--- config.mk ---
export PLATFORM = sky130hd
export DESIGN_NAME = stack_behavioural
export DESIGN_NICKNAME = d
export VERILOG_FILES = /design/src/rtl/stack_behavioural.sv
export SDC_FILE = /design/constraint.sdc
export NUM_CORES = 1
export LEC_CHECK = 0
export BUFFER_PORTS_ARGS = -buffer_cell sky130_fd_sc_hd__buf_2
export CAP_MARGIN = 10
export CORE_MARGIN = 2
export CORE_UTILIZATION = 52
export CTS_CLUSTER_SIZE = 10
export DETAILED_ROUTE_END_ITERATION = 16
export GPL_ROUTABILITY_DRIVEN = 1
export PLACE_DENSITY_LB_ADDON = 0.1
export SYNTH_ARGS = -nofsm -noshare
export SYNTH_HDL_FRONTEND = slang
export SYNTH_SLANG_ARGS = --single-unit
export TNS_END_PERCENT = 100
--- constraint.sdc ---
create_clock -name clk -period 2.15 [get_ports clk]
set_input_delay 0.645 -clock clk [delete_from_list [all_inputs] [get_ports clk]]
set_output_delay 0.645 -clock clk [all_outputs]
set_load 0.05 [all_outputs]
--- src/rtl/stack_behavioural.sv ---
// stack_behavioural -- synchronous LIFO stack with register-file storage.
//
// Each storage entry is a small sub-module instantiated once per slot in a
// generate loop; the top holds the occupancy counter, the registered read
// port and the request decode.
//
// Ports:
//   clk       in   rising-edge clock
//   rstN      in   asynchronous active-low reset
//   data_in   in   [DATA_WIDTH] value to push
//   push      in   push request (level-sampled)
//   pop       in   pop request (level-sampled)
//   data_out  out  [DATA_WIDTH] registered, last popped value
//   full      out  count == DEPTH
//   empty     out  count == 0
//   count     out  [CNT_W] occupancy 0..DEPTH
//   overflow  out  (STACK_ERR_FLAGS_EN only) 1-cycle pulse on push-only while full
//   underflow out  (STACK_ERR_FLAGS_EN only) 1-cycle pulse on pop-only while empty
//
// Optional feature macro: STACK_ERR_FLAGS_EN

// One storage slot. Contents are never reset: a slot is only read after it
// has been written.
module stack_entry #(
  parameter int DATA_WIDTH = 4
) (
  input  logic                  clk,
  input  logic                  we,
  input  logic [DATA_WIDTH-1:0] d,
  output logic [DATA_WIDTH-1:0] q
);
  always_ff @(posedge clk) begin
    if (we) q <= d;
  end
endmodule

module stack_behavioural #(
  parameter int DATA_WIDTH = 4,
  parameter int DEPTH      = 8,
  parameter int CNT_W      = $clog2(DEPTH+1)
) (
  input  logic                  clk,
  input  logic                  rstN,
  input  logic [DATA_WIDTH-1:0] data_in,
  input  logic                  push,
  input  logic                  pop,
  output logic [DATA_WIDTH-1:0] data_out,
  output logic                  full,
  output logic                  empty,
  output logic [CNT_W-1:0]      count
`ifdef STACK_ERR_FLAGS_EN
  ,
  output logic                  overflow,
  output logic                  underflow
`endif
);
  localparam int AW = $clog2(DEPTH);

  logic [DEPTH-1:0][DATA_WIDTH-1:0] mem_q;
  logic [DEPTH-1:0]                 we_vec;
  logic [CNT_W-1:0]                 cnt_m1;
  logic [AW-1:0]                    top_idx;
  logic [AW-1:0]                    wr_addr;
  logic                             grow, shrink, swap, wr_en, rd_en;

  assign full  = (count == CNT_W'(DEPTH));
  assign empty = (count == '0);

  // Index of the current top entry; only meaningful when not empty.
  assign cnt_m1  = count - CNT_W'(1);
  assign top_idx = cnt_m1[AW-1:0];

  // push+pop on an empty stack degenerates to a plain push; on any
  // non-empty stack (including full) it swaps the top entry in place.
  assign grow   = push & ~full & (~pop | empty);
  assign shrink = pop & ~push & ~empty;
  assign swap   = push & pop & ~empty;

  assign wr_en   = grow | swap;
  assign rd_en   = shrink | swap;
  // When grow is set the stack is not full, so count fits in AW bits.
  assign wr_addr = swap ? top_idx : count[AW-1:0];

  for (genvar i = 0; i < DEPTH; i++) begin : g_entry
    assign we_vec[i] = wr_en && (wr_addr == AW'(i));
    stack_entry #(.DATA_WIDTH(DATA_WIDTH)) u_entry (
      .clk (clk),
      .we  (we_vec[i]),
      .d   (data_in),
      .q   (mem_q[i])
    );
  end

  always_ff @(posedge clk or negedge rstN) begin
    if (!rstN) begin
      count    <= '0;
      data_out <= '0;
    end else begin
      if (grow)        count <= count + CNT_W'(1);
      else if (shrink) count <= cnt_m1;
      // Swap reads the old top: the slot write lands on the same edge.
      if (rd_en) data_out <= mem_q[top_idx];
    end
  end

`ifdef STACK_ERR_FLAGS_EN
  always_ff @(posedge clk or negedge rstN) begin
    if (!rstN) begin
      overflow  <= 1'b0;
      underflow <= 1'b0;
    end else begin
      overflow  <= push & ~pop & full;
      underflow <= pop & ~push & empty;
    end
  end
`endif

endmodule

==> reports/qor.csv, run 1 <==
stage,metric,value,unit
global_routing,total gr overflow,0,
route,"antenna viol nets, final",0,
job,max cap viols,0,
min_path,HP Class,in2async,
sta,Final Max Tran Viols,0,
route,Via-to-Cell Ratio,5.670,
route,total number of vias,1287,
route,routed len/inst,16.66,um
sta,worst-margin pin slew,0.3839,ns
sta,Final Hold Slack,0.2035,ns
die,Ports,18,
synthesis,"Cell Area, Synth",1931,sq um
power,power per cell area,1530,nW/um^2
cts,hold buffers post-CTS,0,
worst_setup_path,Critical Path RT,1.50,ns
placement,DP Area,2140,sq um
placement,DPL Wire Length,2687,um
synthesis,Post-Syn Instances,151,
sta,minimum clock period,2.160,ns
die,Core Footprint,3606,sq um
worst_setup_path,crit-path cells,inv_8 > ha_4 > or3b_4 > clkinv_8 > buf_12,
worst_setup_path,WS Path Type,reg2out,
cts,Num CTS Buffers,5,
die,Die ar.,4216,sq um
sta,Final Worst Setup Slack,-0.01034,ns
sta,Fin. Hold Viols,0,
placement,GP Congestion,0.7660,
power,Tot Pwr,3.574,mW
worst_setup_path,critical path capture point type,primary output,
power,VDD IR max,0.9190,mV
synthesis,sequential fraction of the synthesis area,0.6014,
sta,final setup violation count,1,
synthesis,"EDFF count, synth",32,
worst_setup_path,crit path max fanout,2,
sta,RSZ-0062 raised after global routing,yes,
cts,clock insertion delay at the later pin of the skew report,0.28,ns
die,Rows,22,
global_routing,initial antenna violation count,0,
final_layout,antenna cells,0,
sta,fin crit share,1.005,
final_layout,fin nets,188,
worst_setup_path,crit-path max cell delay,0.44,ns
final_layout,final instance area,2336,sq um
route,initial DRC count,125,
global_routing,global-route wire length before repair,6078,um
synthesis,Synth top area share,0.4977,
route,Remaining DRCs,0,
cts,CTS sink count,40,
die,Die H,64.93,um
global_routing,vias in the first global route,1252,
synthesis,"FFs w/ async S/R, synth",0.2000,
cts,Root Driver,clkbuf_8,
synthesis,Synth area leaders,"edfxtp_1 (50%), mux2_2 (10%), dfrtp_1 (10%)",
worst_setup_path,Crit-path slowest cell,dfrtp_2,
worst_setup_path,Critical Path Source Type,flop,
global_routing,pin count of the biggest net entering global routing,26,
route,TritonRoute pass-1 iters,4,
final_layout,share of layout cells above drive strength 1,0.4358,
global_routing,Overall Global Routing Usage,0.2000,
sta,maximum clock rate,462.9,MHz
synthesis,Cell variety after synth,35,
placement,Port-buffer cells,17,
cts,CTS tree,done,
route,DRT Wirelength,3781,um
die,Die Wd,64.93,um
run_status,violated checks,setup timing,
worst_setup_path,R2R Setup Slk,0.04,ns
synthesis,YS warnings,0,
synthesis,Mean Syn Cell Area,12.79,sq um
power,LEAKAGE,0.8356,nW
sta,Layout Skew,0.002356,ns
synthesis,"Top FF cell, synth",edfxtp_1,
cts,CTS max path bufs,2,
sta,max_slew headroom,0.7429,
final_layout,layout overhead on the synthesized area,21.00,%
worst_setup_path,"Arr. time, crit path",1.52,ns
final_layout,post-layout util,0.6478,
cts,H-tree levels,2,
cts,Clock transition at path regs,0.07,ns
synthesis,Seq cells post-synth,40,
synthesis,Synthesized Nets,161,
final_layout,Fill cells,285,
die,effective utilization at floorplan,0.5354,
synthesis,leading area contributor after synthesis,edfxtp_1,
run_status,status,"complete, but fails checks",
cell usage in the layout, fill, tap and decap left out, drive strengths merged, types with 4 or more instances in the layout:
cell type	count
a31oi	5
clkbuf	5
edfxtp	32
dfrtp	8
nor4	5
nand2	16
mux2	18
o31ai	4
nor2	9
buf	29
inv	5
o21ai	5
o22ai	8
cell families (layout without fill, tap and decap cells):
family,count (synthesis),in the layout,share of synthesized area
flip-flops,40,40,0.6014
AND/OR/NAND/NOR,41,41,0.1082
AO/OA/AOI/OAI,30,30,0.1030
multiplexers,19,19,0.1102
adder cells (fa/ha/maj),2,2,0.01296
buffers and inverters,15,43,0.04602
XOR/XNOR,4,4,0.01815
routing by layer:
metal	vias up	share of wire	GRT usage
li1	619	-	-
met2	30	0.49	0.2964
met5	-	0	0
met4	0	0.011	0.07447
met3	6	0.057	0.04688
met1	632	0.45	0.2872
power by group:
group,switching (mW),total (mW),leakage (nW),internal [mW]
Clock,0.226,0.564,0.0532,0.337
Combinational,1.22,1.92,0.399,0.703
Sequential,0.0690,1.09,0.384,1.02
critical path, delay by kind of cell (launching register included):
| kind | cells | cell delay, ns |
|---|---|---|
| DFF | 1 | 0.44 |
| and+or+nand+nor | 1 | 0.42 |
| buffers and inverters | 3 | 0.25 |
| adders and majority gates | 1 | 0.12 |
Yosys cell counts (3+ instances only):
library cell and count:
o31ai_1 4, mux2_2 18, buf_2 4, a21oi_1 3
inv_1 5, nand2_1 15, o22ai_1 8, buf_4 4
nor3_1 3, edfxtp_1 32, dfrtp_1 8, a31oi_1 5
nor2_1 9, nor4_1 5
path summary, 6_finish.rpt:
path	startpoint	endpoint	cells past startpoint
worst max-delay path	count[0]	empty	5
worst min-delay path	rstN	count[3]	1
worst max register to register	count[0]	g_entry[5].u_entry.q[0]	7
worst min register to register	data_out[0]	data_out[0]	2
max in group asynchronous	rstN	count[1]	1
min in group clk	data_out[0]	data_out[0]	2
flip-flops by register name, summed over array words and instances (netlist names):
signal	cells
count	4
data_out	4
g_entry.u_entry.q	32
timing repair:
action,CTS,global route
setup endpoints to repair,2,22
gates resized for setup,8,6
pin swaps,1,4
setup buffers,4,0
layout make-up:
| type | instances | area, sq um | area share |
|---|---|---|---|
| flip-flops and latches | 40 | 1164 | 0.4981 |
| multi-input cells | 96 | 767.0 | 0.3283 |
| repair buffers | 29 | 196.4 | 0.08409 |
| clock buffers | 5 | 68.82 | 0.02946 |
| well taps | 48 | 60.06 | 0.02571 |
| inverters | 6 | 42.54 | 0.01821 |
| clock inverters | 3 | 37.54 | 0.01607 |
metrics by stage:
stage | setup slack [ns] | std cells | TNS, ns
finish | -0.01034 | 227 | -0.01034
detailed placement | 0.09934 | 215 | 0
global placement | 0.1276 | 215 | 0
floorplan | -0.2187 | 151 | -6.050
CTS | -0.01466 | 227 | -0.01466
global route | -0.06057 | 227 | -0.3403
(Power assumes the default switching activity.)
==> inputs of run 2 (changes only) <==
BUFFER_PORTS_ARGS = default   (was -buffer_cell sky130_fd_sc_hd__buf_2)
CORE_UTILIZATION = 56   (was 52)
DONT_BUFFER_PORTS = 1   (was default)
==> reports/qor.csv, run 2 (synthesis results as in run 1) <==
stage,metric,value,unit,change
cts,Clock transition at path regs,0.12,ns,+0.05 ns
final_layout,"Most flops, register",g_entry.u_entry.q,,
route,initial DRC count,77,,-38%
power,LEAKAGE,0.7560,nW,-9.5%
cts,Num CTS Buffers,5,,unchanged
final_layout,share of layout cells above drive strength 1,0.3720,,-0.06380
worst_setup_path,Crit-path slowest cell,dfrtp_2,,
die,effective utilization at floorplan,0.5831,,+0.04775
power,power per cell area,1486,nW/um^2,-2.9%
final_layout,most frequent cells in the layout,"edfxtp_1 (32), mux2_2 (18), nand2_1 (14)",,
sta,fin crit share,1.036,,+0.03146
global_routing,Overall Global Routing Usage,0.2085,,+0.008464
global_routing,global-route wire length before repair,6065,um,-0.21%
power,VDD IR max,1.075,mV,+17%
cts,H-tree levels,2,,unchanged
worst_setup_path,buffers and inverters on the worst path,3,,unchanged
route,Via-to-Cell Ratio,5.933,,+4.7%
min_path,HP Class,in2reg,,
final_layout,post-layout util,0.6606,,+0.01281
sta,worst-margin pin slew,0.4765,ns,+0.09266 ns
die,Die H,62.72,um,-3.4%
final_layout,"most common cell after layout, fill and taps aside",edfxtp_1,,
sta,final setup TNS,-0.07797,ns,-0.06764 ns
final_layout,fin nets,173,,-8.0%
route,TritonRoute pass-1 iters,4,,unchanged
die,Die ar.,3933,sq um,-6.7%
die,Die Wd,62.72,um,-3.4%
job,max cap viols,0,,unchanged
run_status,violated checks,setup timing,,
die,Core Footprint,3311,sq um,-8.2%
die,Ports,18,,unchanged
worst_setup_path,Critical Path RT,1.50,ns,about the same
die,Rows,21,,-4.5%
sta,maximum clock rate,448.8,MHz,-3.0%
worst_setup_path,Top Family by Delay on Critical Path,flip-flops,,
cts,CTS tree,done,,
cts,CTS sink count,40,,unchanged
route,routed len/inst,18.08,um,+8.5%
sta,minimum clock period,2.228,ns,+0.06764 ns
sta,Final Max Tran Viols,0,,unchanged
sta,final setup violation count,1,,unchanged
route,DRT Wirelength,3796,um,+0.40%
route,Remaining DRCs,0,,unchanged
worst_setup_path,crit-path cells,inv_8 > ha_4 > or3b_4 > clkinv_8 > buf_12,,
final_layout,final instance area,2187,sq um,-6.4%
sta,max_slew headroom,0.6823,,-0.06058
run_status,status,"complete, but fails checks",,
final_layout,layout overhead on the synthesized area,13.29,%,
placement,DP Area,2052,sq um,-4.1%
worst_setup_path,crit path max fanout,2,,unchanged
global_routing,pin count of the biggest net entering global routing,26,,unchanged
sta,Final Worst Setup Slack,-0.07797,ns,-0.06764 ns
placement,Port-buffer cells,0,,-17
sta,RSZ-0062 raised after global routing,yes,,
cts,CTS max path bufs,2,,unchanged
route,"antenna viol nets, final",0,,unchanged
placement,DPL Wire Length,2662,um,-0.91%
sta,Fin. Hold Viols,0,,unchanged
worst_setup_path,Critical Path Source Type,flop,,
cts,Root Driver,clkbuf_4,,
final_layout,max reg flops,32,,unchanged
final_layout,Fill cells,264,,-7.4%
global_routing,vias in the first global route,1214,,-3.0%
worst_setup_path,"Arr. time, crit path",1.58,ns,+0.06 ns
sta,Final Hold Slack,0.3765,ns,+0.1730 ns
placement,GP Congestion,0.8259,,+7.8%
worst_setup_path,crit-path max cell delay,0.45,ns,about the same
final_layout,antenna cells,0,,unchanged
global_routing,initial antenna violation count,0,,unchanged
cts,clock insertion delay at the later pin of the skew report,0.35,ns,+0.07 ns
final_layout,largest registers,"g_entry.u_entry.q (32), count (4), data_out (4)",,
route,total number of vias,1246,,-3.2%
power,Tot Pwr,3.249,mW,-9.1%
worst_setup_path,WS Path Type,reg2out,,
worst_setup_path,critical path capture point type,primary output,,
global_routing,total gr overflow,0,,unchanged
sta,Layout Skew,0.01958,ns,+0.01722 ns
## run 2: power breakdown
part | switching (mW) | total [mW] | internal [mW]
logic | 0.994 | 1.65 | 0.653
registers | 0.231 | 1.25 | 1.02
clock network | 0.225 | 0.352 | 0.127
## run 2: area by class of cell
type,count,area (sq um),area share
inverter,6,45.04,0.02059
clock buffer,7,45.04,0.02059
timing repair buffer,14,123.9,0.05664
multi-input combinational,96,747.0,0.3415
tap,46,57.56,0.02632
sequential,40,1164,0.5320
clock inverter,1,5.005,0.002288
## run 2: per-layer routing
| layer | track usage | up-vias | part of all wire | routed length [um] |
|---|---|---|---|---|
| met1 | 0.2777 | 602 | 0.43 | 1629 |
| met3 | 0.06847 | 9 | 0.082 | 311 |
| met5 | 0 | - | 0 | 0 |
| met4 | 0.07222 | 0 | 0.016 | 62 |
| met2 | 0.3226 | 45 | 0.47 | 1792 |
| li1 | - | 590 | - | - |
## run 2: metrics by stage
stage / worst slack (ns) / std cells
after floorplan: -0.2187 / 151
after global placement: 0.1366 / 196
after detailed placement: 0.1098 / 196
after CTS: -0.09355 / 210
after global routing: -0.1225 / 210
final: -0.07797 / 210
## run 2: final timing paths
path / startpoint / endpoint / slack [ns] / cells after the start
setup / recovery: count[0] / empty / -0.08 / 5
hold / removal: data_in[3] / g_entry[1].u_entry.q[3] / 0.38 / 0
setup reg to reg: count[0] / g_entry[3].u_entry.q[2] / 0.10 / 7
hold reg to reg: g_entry[7].u_entry.q[0] / data_out[0] / 0.74 / 3
max in group asynchronous: rstN / count[0] / 1.17 / 1
min in group asynchronous: rstN / count[2] / 0.65 / 1
## run 2: worst reg2reg max path, delay by kind of cell, from the launching register on
family          cells  cell delay, ns
simple gates        3            0.81
fa+ha+maj           1            0.12
flops               1            0.45
compound gates      1            0.14
buf+inv             2            0.23
## run 2: repair_timing
item,4_1_cts,5_1_grt
pin swaps,1,3
endpoints found under the setup margin,2,10
hold buffers,1,0
setup buffers,5,0
endpoints found under the hold margin,8,0
gates resized for setup,7,3
==> inputs of run 3 (changes only) <==
--- a/config.mk
+++ b/config.mk
@@ -16,4 +16,5 @@
 export SYNTH_ARGS = -nofsm -noshare
 export SYNTH_HDL_FRONTEND = slang
+export SYNTH_HIERARCHICAL = 1
 export SYNTH_SLANG_ARGS = --single-unit
 export TNS_END_PERCENT = 100
==> constraint.sdc (replaced) <==
create_clock -name clk -period 2.15 [get_ports clk]
set_input_delay 0.43 -clock clk [delete_from_list [all_inputs] [get_ports clk]]
set_output_delay 0.43 -clock clk [all_outputs]
set_load 0.05 [all_outputs]
==> reports/qor.csv, run 3 <==
stage,metric,value,unit,change
run_status,status,completed,,
route,initial DRC count,81,,+5.2%
min_path,HP Class,in2reg,,
cts,Clock transition at path regs,0.12,ns,about the same
synthesis,Synth top area share,0.5110,,+0.01325
die,Core Footprint,3284,sq um,-0.79%
sta,Layout Skew,0.009918,ns,-0.009660 ns
global_routing,initial antenna violation count,0,,unchanged
sta,RSZ-0062 raised after global routing,yes,,
global_routing,vias in the first global route,1180,,-2.8%
synthesis,Cell variety after synth,43,,+23%
sta,max_slew headroom,0.6003,,-0.08206
final_layout,antenna cells,0,,unchanged
worst_setup_path,Crit-path slowest cell,dfrtp_2,,
synthesis,Seq cells post-synth,40,,unchanged
route,Via-to-Cell Ratio,6.014,,+1.4%
cts,CTS tree,done,,
cts,CTS max path bufs,2,,unchanged
route,"antenna viol nets, final",0,,unchanged
sta,fin crit share,0.9642,,-0.07207
synthesis,"FFs w/ async S/R, synth",0.2000,,unchanged
synthesis,"Top FF cell, synth",edfxtp_1,,
synthesis,YS warnings,6,,+6
worst_setup_path,Critical Path Source Type,flop,,
synthesis,"EDFF count, synth",32,,unchanged
cts,H-tree levels,2,,unchanged
job,max cap viols,0,,unchanged
placement,DPL Wire Length,2676,um,+0.53%
worst_setup_path,crit-path cells,clkinv_8 > ha_4 > or3b_4 > inv_2 > buf_8,,
die,Die Wd,61.95,um,-1.2%
die,Die H,61.95,um,-1.2%
worst_setup_path,crit path max fanout,6,,+4
placement,Port-buffer cells,0,,unchanged
final_layout,fin nets,170,,-1.7%
synthesis,Commonest cells post-synth,"edfxtp_1 (32), mux2_2 (17), nand2_1 (14)",,
final_layout,final instance area,2197,sq um,+0.46%
sta,Fin. Hold Viols,0,,unchanged
synthesis,Synth area leaders,"edfxtp_1 (51%), dfrtp_1 (11%), mux2_2 (10%)",,
sta,maximum clock rate,482.4,MHz,+7.5%
worst_setup_path,WS Path Type,reg2out,,
route,Remaining DRCs,0,,unchanged
placement,Place WS,0.01862,ns,-0.09122 ns
final_layout,max reg flops,32,,unchanged
sta,final setup violation count,0,,-1
final_layout,"Most flops, register",g_entry.u_entry/q,,
synthesis,XOR/XNOR Fraction of Synth Area,0.01863,,+0.0004829
sta,final setup TNS,0,ns,+0.07797 ns
final_layout,share of layout cells above drive strength 1,0.3789,,+0.006931
synthesis,Post-Syn Instances,146,,-3.3%
global_routing,global-route wire length before repair,5775,um,-4.8%
sta,worst-margin pin slew,0.5933,ns,+0.1168 ns
route,routed len/inst,17.98,um,-0.53%
worst_setup_path,"Arr. time, crit path",1.64,ns,+0.06 ns
route,total number of vias,1245,,-0.080%
global_routing,Overall Global Routing Usage,0.2196,,+0.01109
synthesis,leading area contributor after synthesis,edfxtp_1,,
placement,DP Area,2067,sq um,+0.73%
power,power per cell area,1648,nW/um^2,+11%
placement,GP Congestion,0.7802,,-5.5%
final_layout,"most common cell after layout, fill and taps aside",edfxtp_1,,
synthesis,largest family of logic cells by synthesized area,compound AO/OA/AOI/OAI gates,,
power,LEAKAGE,0.7815,nW,+3.4%
cts,Root Driver,clkbuf_4,,
route,DRT Wirelength,3722,um,-1.9%
sta,Final Worst Setup Slack,0.07698,ns,+0.1550 ns
die,Rows,21,,unchanged
worst_setup_path,critical path capture point type,primary output,,
synthesis,Post-Synth Adder-Cell Area,0.01331,,+0.0003450
synthesis,Synth Area in Compound Gates,0.1078,,+0.004738
cts,clock insertion delay at the later pin of the skew report,0.35,ns,about the same
die,Ports,18,,unchanged
cts,Num CTS Buffers,5,,unchanged
synthesis,mux cell area share after synthesis,0.1071,,-0.003056
die,Die ar.,3838,sq um,-2.4%
sta,minimum clock period,2.073,ns,-0.1550 ns
die,effective utilization at floorplan,0.5726,,-0.01057
synthesis,Synthesized Nets,156,,-3.1%
worst_setup_path,crit-path max cell delay,0.47,ns,+0.02 ns
synthesis,Mean Syn Cell Area,12.88,sq um,+0.74%
synthesis,"Cell Area, Synth",1881,sq um,-2.6%
synthesis,post-synthesis simple-gate area fraction,0.1051,,-0.003108
worst_setup_path,Critical Path RT,1.72,ns,+0.22 ns
final_layout,most frequent cells in the layout,"edfxtp_1 (32), mux2_2 (17), nand2_1 (14), buf_4 (14), o22ai_1 (8)",,
cts,CTS sink count,40,,unchanged
synthesis,most common cell in the netlist,edfxtp_1,,
final_layout,layout overhead on the synthesized area,16.83,%,
sta,Final Max Tran Viols,0,,unchanged
power,VDD IR max,0.7802,mV,-27%
global_routing,pin count of the biggest net entering global routing,25,,-3.8%
final_layout,post-layout util,0.6690,,+0.008332
final_layout,largest registers,"g_entry.u_entry/q (32), count (4), data_out (4)",,
route,TritonRoute pass-1 iters,4,,unchanged
global_routing,total gr overflow,0,,unchanged
synthesis,sequential fraction of the synthesis area,0.6174,,+0.01601
## run 3: cell types whose count changed after synthesis, moves of 2 or more
cell,delta
buf_4,-3
nor2b_1,-2
nor2_1,+3
o21ai_1,-2
a31oi_1,-4
clkbuf_1,+4
inv_1,-2
a21oi_1,-3
nor4_1,-4
a211oi_1,+2
nor3_1,-2
a21o_1,-2
o21ai_0,+2
## run 3: worst paths after layout
kind | startpoint | to | slack [ns] | cells past startpoint
min reg2reg | count[3] | count[3] | 0.73 | 2
max reg2reg | count[0] | g_entry[4].u_entry/q[2] | 0.11 | 8
max in group asynchronous | rstN | count[0] | 1.47 | 1
min | data_in[1] | g_entry[6].u_entry/q[1] | 0.17 | 0
max | count[0] | empty | 0.08 | 5
min in group asynchronous | rstN | data_out[1] | 0.40 | 1
## run 3: critical path: cells and delay by family, from the launching register on
family / cells / cell delay [ns]
flip-flops: 1 / 0.47
adder cells (fa/ha/maj): 1 / 0.12
AND/OR/NAND/NOR: 1 / 0.42
buffers and inverters: 3 / 0.28
## run 3: timing repair
item,CTS,global route
gates resized for setup,2,3
hold buffers,1,0
setup endpoints to repair,2,13
pin swaps,1,0
setup buffers,3,1
hold endpoints to repair,8,0
## run 3: stage by stage
stage	cells	hold slack (ns)	power, mW
finish	207	0.1677	3.620
global route	207	0.1350	3.829
CTS	206	0.1592	3.606
detailed placement	194	0.1347	3.066
global placement	194	0.1346	3.025
floorplan	146	0.1344	2.688
## run 3: kinds of logic after synthesis
family	count (synthesis)
compound gates	28
xor+xnor	4
fa+ha+maj	2
buf+inv	13
flops	40
mux	18
simple gates	41
## run 3: cell type report
type                            instances  area [sq um]
Sequential cell                        40          1164
Fill cell                             246          1087
Multi-Input combinational cell         93         738.2
Timing Repair Buffer                   16         130.1
Tap cell                               46         57.56
Clock inverter                          3         42.54
Clock buffer                            5         37.54
Inverter                                4         27.53
## run 3: routing by layer
layer  vias to the layer above  GRT usage  part of all wire
li1                        576          -                 -
met1                       629     0.2890              0.44
met2                        33     0.3467              0.49
met3                         7    0.06832             0.048
met4                         0    0.07295             0.015
met5                         -          0                 0
## run 3: report_power, final
part           switching, mW  total [mW]  internal, mW
registers              0.214        1.23          1.02
clock network          0.245       0.488         0.243
logic                   1.07        1.90         0.824
